<file path="src/rtl/corexy_step_decoder.sv">
// corexy_step_decoder: receive side of the CoreXY step/dir link.
// Tracks signed motor A/B positions, derives X = (A+B)/2 and Y = (A-B)/2,
// measures step periods, flags dir-setup violations and reports move end.
// Optional macro STEP_GLITCH_FILTER_EN: a step edge counts only after the
// synchronized step has stayed high for MIN_HIGH consecutive cycles.
//
// state  | meaning
// IDLE   | no recent step activity
// MOVING | an edge was seen within the last IDLE_CYCLES cycles
// DONE   | single cycle, move_done asserted
module corexy_step_decoder #(
  parameter int PERIOD_W    = 24,
  parameter int IDLE_CYCLES = 1000,
  parameter int DIR_SETUP   = 4,
  parameter int MIN_HIGH    = 3
) (
  input  logic                 clk,
  input  logic                 rst_n,
  input  logic                 step_1,
  input  logic                 dir_1,
  input  logic                 step_2,
  input  logic                 dir_2,
  input  logic                 clear,
  output logic signed [31:0]   pos_a,
  output logic signed [31:0]   pos_b,
  output logic signed [31:0]   pos_x,
  output logic signed [31:0]   pos_y,
  output logic                 half_x,
  output logic [PERIOD_W-1:0]  period_1,
  output logic [PERIOD_W-1:0]  period_2,
  output logic [1:0]           period_valid,
  output logic                 moving,
  output logic                 move_done,
  output logic [1:0]           dir_err
);

  if (MIN_HIGH < 1 || DIR_SETUP < 1 || IDLE_CYCLES < 1 || PERIOD_W < 2) begin : g_bad_param
    $error("corexy_step_decoder: MIN_HIGH, DIR_SETUP, IDLE_CYCLES must be >= 1, PERIOD_W >= 2");
  end

  localparam int IDLE_W = $clog2(IDLE_CYCLES + 1);
  localparam int DSET_W = $clog2(DIR_SETUP + 1);
  localparam logic [IDLE_W-1:0]   IDLE_RELOAD = IDLE_W'(IDLE_CYCLES - 1);
  localparam logic [DSET_W-1:0]   DSET_MAX    = DSET_W'(DIR_SETUP);
  localparam logic [PERIOD_W-1:0] PER_MAX     = '1;

  typedef enum logic [1:0] {IDLE, MOVING, DONE} state_t;

  logic [1:0] step_s1, step_s2, dir_s1, dir_s2, dir_d;
  logic [1:0] step_edge, dir_chg, setup_bad;
  logic [DSET_W-1:0]   dset_cnt [2];
  logic [PERIOD_W-1:0] per_cnt  [2];
  logic [PERIOD_W-1:0] per_q    [2];
  logic [1:0]          edge_seen;
  logic [32:0]         sum_ab, dif_ab;
  logic [IDLE_W-1:0]   idle_cnt;
  state_t              state;
  logic                any_edge;

  // two-flop synchronizers on step and dir, plus a dir history tap for change detect
  always_ff @(posedge clk or negedge rst_n) begin
    if (!rst_n) begin
      step_s1 <= '0;
      step_s2 <= '0;
      dir_s1  <= '0;
      dir_s2  <= '0;
      dir_d   <= '0;
    end else begin
      step_s1 <= {step_2, step_1};
      step_s2 <= step_s1;
      dir_s1  <= {dir_2, dir_1};
      dir_s2  <= dir_s1;
      dir_d   <= dir_s2;
    end
  end

`ifdef STEP_GLITCH_FILTER_EN
  localparam int HI_W = $clog2(MIN_HIGH + 1);
  localparam logic [HI_W-1:0] HI_ARM = HI_W'(MIN_HIGH - 1);
  localparam logic [HI_W-1:0] HI_MAX = HI_W'(MIN_HIGH);
  logic [HI_W-1:0] hi_cnt [2];

  // length of the current high run on each synchronized step, saturating
  always_ff @(posedge clk or negedge rst_n) begin
    if (!rst_n) begin
      hi_cnt[0] <= '0;
      hi_cnt[1] <= '0;
    end else begin
      for (int i = 0; i < 2; i++) begin
        if (!step_s2[i])
          hi_cnt[i] <= '0;
        else if (hi_cnt[i] != HI_MAX)
          hi_cnt[i] <= hi_cnt[i] + HI_W'(1);
      end
    end
  end

  // an edge fires once, on the cycle the high run reaches MIN_HIGH
  always_comb begin
    step_edge = '0;
    for (int i = 0; i < 2; i++)
      step_edge[i] = step_s2[i] && (hi_cnt[i] == HI_ARM);
  end
`else
  logic [1:0] step_d;

  // previous synchronized step for rising-edge detection
  always_ff @(posedge clk or negedge rst_n) begin
    if (!rst_n) step_d <= '0;
    else        step_d <= step_s2;
  end

  assign step_edge = step_s2 & ~step_d;
`endif

  assign dir_chg  = dir_s2 ^ dir_d;
  assign any_edge = (|step_edge) && !clear;

  // the cycle a dir change lands counts as zero stable cycles
  always_comb begin
    setup_bad = '0;
    for (int i = 0; i < 2; i++)
      setup_bad[i] = dir_chg[i] || (dset_cnt[i] < DSET_MAX);
  end

  // cycles since the last synchronized dir change, saturating at DIR_SETUP
  always_ff @(posedge clk or negedge rst_n) begin
    if (!rst_n) begin
      dset_cnt[0] <= '0;
      dset_cnt[1] <= '0;
    end else begin
      for (int i = 0; i < 2; i++) begin
        if (dir_chg[i])
          dset_cnt[i] <= '0;
        else if (dset_cnt[i] != DSET_MAX)
          dset_cnt[i] <= dset_cnt[i] + DSET_W'(1);
      end
    end
  end

  // motor positions and sticky setup errors; clear drops a coincident edge
  always_ff @(posedge clk or negedge rst_n) begin
    if (!rst_n) begin
      pos_a   <= '0;
      pos_b   <= '0;
      dir_err <= '0;
    end else if (clear) begin
      pos_a   <= '0;
      pos_b   <= '0;
      dir_err <= '0;
    end else begin
      if (step_edge[0]) pos_a <= dir_s2[0] ? pos_a - 32'sd1 : pos_a + 32'sd1;
      if (step_edge[1]) pos_b <= dir_s2[1] ? pos_b - 32'sd1 : pos_b + 32'sd1;
      dir_err <= dir_err | (step_edge & setup_bad);
    end
  end

  assign sum_ab = {pos_a[31], pos_a} + {pos_b[31], pos_b};
  assign dif_ab = {pos_a[31], pos_a} - {pos_b[31], pos_b};

  // Cartesian view, one cycle behind the motor positions
  always_ff @(posedge clk or negedge rst_n) begin
    if (!rst_n) begin
      pos_x  <= '0;
      pos_y  <= '0;
      half_x <= 1'b0;
    end else begin
      pos_x  <= sum_ab[32:1];
      pos_y  <= dif_ab[32:1];
      half_x <= sum_ab[0];
    end
  end

  // per-motor period measurement: free-running saturating count, sampled and reloaded on each edge
  always_ff @(posedge clk or negedge rst_n) begin
    if (!rst_n) begin
      per_cnt[0]   <= '0;
      per_cnt[1]   <= '0;
      per_q[0]     <= '0;
      per_q[1]     <= '0;
      edge_seen    <= '0;
      period_valid <= '0;
    end else if (clear) begin
      per_cnt[0]   <= '0;
      per_cnt[1]   <= '0;
      per_q[0]     <= '0;
      per_q[1]     <= '0;
      edge_seen    <= '0;
      period_valid <= '0;
    end else begin
      for (int i = 0; i < 2; i++) begin
        if (step_edge[i]) begin
          per_q[i]     <= per_cnt[i];
          per_cnt[i]   <= PERIOD_W'(1);
          edge_seen[i] <= 1'b1;
          if (edge_seen[i]) period_valid[i] <= 1'b1;
        end else if (per_cnt[i] != PER_MAX) begin
          per_cnt[i] <= per_cnt[i] + PERIOD_W'(1);
        end
      end
    end
  end

  assign period_1 = per_q[0];
  assign period_2 = per_q[1];

  // move tracking: idle down-counter reloads on every edge, terminal count ends the move
  always_ff @(posedge clk or negedge rst_n) begin
    if (!rst_n) begin
      state     <= IDLE;
      idle_cnt  <= '0;
      moving    <= 1'b0;
      move_done <= 1'b0;
    end else if (clear) begin
      state     <= IDLE;
      idle_cnt  <= '0;
      moving    <= 1'b0;
      move_done <= 1'b0;
    end else begin
      move_done <= 1'b0;
      case (state)
        IDLE: begin
          if (any_edge) begin
            state    <= MOVING;
            moving   <= 1'b1;
            idle_cnt <= IDLE_RELOAD;
          end
        end
        MOVING: begin
          if (any_edge) begin
            idle_cnt <= IDLE_RELOAD;
          end else if (idle_cnt == '0) begin
            state     <= DONE;
            moving    <= 1'b0;
            move_done <= 1'b1;
          end else begin
            idle_cnt <= idle_cnt - IDLE_W'(1);
          end
        end
        DONE: begin
          if (any_edge) begin
            state    <= MOVING;
            moving   <= 1'b1;
            idle_cnt <= IDLE_RELOAD;
          end else begin
            state <= IDLE;
          end
        end
        default: begin
          state  <= IDLE;
          moving <= 1'b0;
        end
      endcase
    end
  end

endmodule

</file>
<file path="config.mk">
export PLATFORM = sky130hd
export DESIGN_NAME = corexy_step_decoder
export DESIGN_NICKNAME = d
export VERILOG_FILES = /design/src/rtl/corexy_step_decoder.sv
export SDC_FILE = /design/constraint.sdc
export NUM_CORES = 1
export LEC_CHECK = 0
export CAP_MARGIN = 20
export CORE_UTILIZATION = 25
export DETAILED_ROUTE_END_ITERATION = 7
export PLACE_DENSITY = 0.45
export SLEW_MARGIN = 5
export SYNTH_ARGS = -nofsm -noshare
export SYNTH_HDL_FRONTEND = slang
export SYNTH_SLANG_ARGS = --single-unit
export TNS_END_PERCENT = 10
</file>
<file path="constraint.sdc">
create_clock -name clk -period 3.65 [get_ports clk]
set_clock_uncertainty 0.15 [all_clocks]
set_input_delay 0.73 -clock clk [delete_from_list [all_inputs] [get_ports clk]]
set_output_delay 0.73 -clock clk [all_outputs]
set_load 0.02 [all_outputs]
</file>
==> run metrics <==
worst slew pin tran about 0.78 ns; ant diodes 0; Post-Syn Nets roughly 2000; Synth Instances 1854; CP Class register to register; area grow syn2layout 30.29%; initial core utilization 25.38%; worst-skew pair later-pin latency between 0.5 and 0.6 ns; fillcell total between 6000 and 7000; peak supply drop between 0.0002 and 0.0003 V; Util after Layout 33.07%; Most common cell on crit path buf_4; number of global-route vias before repair around 14000; synthesized flop and latch total about 260; Max clock buf depth 3; Max stage delay cell, worst path or4_1; Row Count 93; CP max FO 6; drt drc 0; RSZ-0062 raised after global routing true; Routed wire per std cell 16.86 microns; final hold violation count 0; Root Buffer clkbuf_16; Final nets between 2000 and 2500; routed vias approximately 14000; Num CTS Buffers 36; WHS approximately 0.014 ns; most frequent cells after synthesis dfrtp_1 (263), nand2_1 (243), a21oi_1 (225), nor2_1 (164), ha_1 (132); HP Class input port to asynchronous set/reset pin; top-area cell type share of the netlist area 40.15%; Synthesis Warnings 0; Seq/Total Area, Yosys 40.15%; largest net degree at the start of global routing 76; Area after DPL 19980 sq um; total power about 10 mW; Synth Flop Type dfrtp_1; die area about 67000 sq um; Buf+Inv Stages, Crit Path 3; Post-synth EDFFs 0; Cell variety after synth 83; Crit Reg-Reg Startpoint pos_b[7]; Power Density ~480 nW/um^2; post-route insts no fill 3008; gr usage total 15.12%; Mapped Area 16390 sq um; Slew HR between 40% and 50%; GP Congestion approximately 0.89; post-DP HPWL 37.62 mm; total gr overflow 0; layout cell share with drive strength beyond 1 ~11%; Vias/cell around 4.8; I/O Buffers 189; R2R depth 13; Worst EP required around 3.9 ns; Worst EP arrival between 3 and 4 ns; Clock Sinks about 260; global-route wire length before repair 80.77 mm; reg2reg end pos_x[30]; core footprint about 65000 sq um; Crit. End Element register; async set-reset flop share out of synthesis 100.0%; most frequent cell after synthesis dfrtp_1; drt initial violations about 700; delay-heaviest family, CP compound AO/OA/AOI/OAI gates; number of antenna-violating nets in the routed design 0; die width ~260 microns; leading area contributor after synthesis dfrtp_1; 1st-pass router iterations 5; Final Max Slew Viols 0; clk slew on worst S/H paths about 0.06 ns; worst path cell trace inv_1 -> ha_1 -> buf_4 -> or4_1 -> nor4_2 -> o211ai_1 -> nand2_1 -> a311o_1 -> o31ai_1 -> buf_4 -> o31ai_2 -> a21oi_1 -> xnor2_1; Setup crit start kind register; Final Cycle Share between 90 and 100%; H-tree depth 2; dpl cells around 2900; slowest stage delay, CP ~0.54 ns; maxcap violations 0; fmax roughly 280 MHz; Leak Pwr a little over 9 nW; top cells by area, synth dfrtp_1 (40%), ha_1 (10%), a21oi_1 (6.9%); Syn Area/Cell 8.842 sq um; CTS tree done; status finished clean; die height 258.1 microns; IO Pins 190; post-layout min period about 3.6 ns; Setup violations, final 0; WL final 50.73 mm; r2r setup slk roughly 0.065 ns; Final Cell Area between 20000 and 25000 sq um; antenna violations before repair 1
[per-layer routing]
| metal | vias up | GRT usage, % | share of wire, % |
|---|---|---|---|
| li1 | 7032 | - | - |
| met1 | 6936 | 19.57 | 46 |
| met2 | 268 | 25.70 | 48 |
| met3 | 81 | 2.277 | 3.5 |
| met4 | 0 | 4.882 | 2.8 |
| met5 | - | 0 | 0 |
[metrics by stage]
stage / setup WS, ns / TNS [ns]
2_1_floorplan: 0.07748 / 0
6_report: 0.06478 / 0
3_3_place_gp: -0.2631 / -0.5799
4_1_cts: -0.007009 / -0.007009
3_5_place_dp: -0.2179 / -0.4799
5_1_grt: -0.05197 / -0.1427
[power by group]
part,internal [mW],total [mW],switching (mW)
clock network,2.30,3.69,1.38
logic,1.42,3.20,1.78
registers,3.25,3.44,0.188
total,6.98,10.3,3.35
[flip-flops by register name (all words and copies together) (netlist names)]
register	cells
dir_s1	2
dir_d	2
move_done	1
period_2	24
pos_a	32
dset_cnt	6
dir_err	2
pos_y	32
edge_seen	2
step_s1	2
moving	1
per_cnt	48
idle_cnt	10
step_d	2
step_s2	2
half_x	1
state	2
pos_b	32
period_1	24
period_valid	2
dir_s2	2
pos_x	32
[final cells by class]
| cell class | count | area [sq um] | share of cell area [%] |
|---|---|---|---|
| multi-input combinational | 1418 | 9278 | 43.44 |
| sequential | 263 | 6584 | 30.83 |
| timing repair buffer | 309 | 2833 | 13.26 |
| tap | 855 | 1070 | 5.009 |
| clock buffer | 50 | 1025 | 4.798 |
| inverter | 101 | 379.1 | 1.775 |
| clock inverter | 12 | 190.2 | 0.8904 |
[placed cells by master, fill, tap and decap left out, types with 15 or more instances in the layout]
master / n
dfrtp_1: 261
nand2_1: 243
a21oi_1: 223
clkdlybuf4s50_1: 187
nor2_1: 164
ha_1: 131
buf_4: 118
xnor2_1: 103
inv_1: 99
o21ai_0: 78
clkbuf_16: 37
xor2_1: 36
nor3_1: 35
nand3_1: 34
a21o_1: 24
nand2b_1: 23
or3_1: 23
nor2b_1: 21
o21bai_1: 18
a211oi_1: 18
a31oi_1: 17
and3_1: 15
[kinds of logic after synthesis]
group	share of synthesized area [%]
mux	0.3206
xor+xnor	7.426
flops	40.15
fa+ha+maj	10.56
compound gates	19.46
buf+inv	4.381
simple gates	17.70
[worst max-delay path by stage]
stage / endpoint / slack [ns] / cells after the start / start
finish: pos_x[30] / 0.06 / 13 / pos_b[7]
global route: pos_x[27] / -0.05 / 14 / pos_b[0]
CTS: pos_x[30] / -0.007 / 13 / pos_b[7]
detailed placement: pos_x[28] / -0.22 / 12 / pos_b[7]
global placement: pos_x[30] / -0.26 / 13 / pos_b[7]
floorplan: pos_a[31] / 0.08 / 11 / dir_s2[0]
[repair_timing]
| action | in CTS | in global routing |
|---|---|---|
| hold buffers | 0 | 0 |
| setup endpoints to repair | 7 | 21 |
| cloned | 0 | 0 |
| gates resized for setup | 6 | 28 |
| setup buffers | 0 | 0 |
| pin swaps | 0 | 12 |
(Power assumes the default switching activity.)
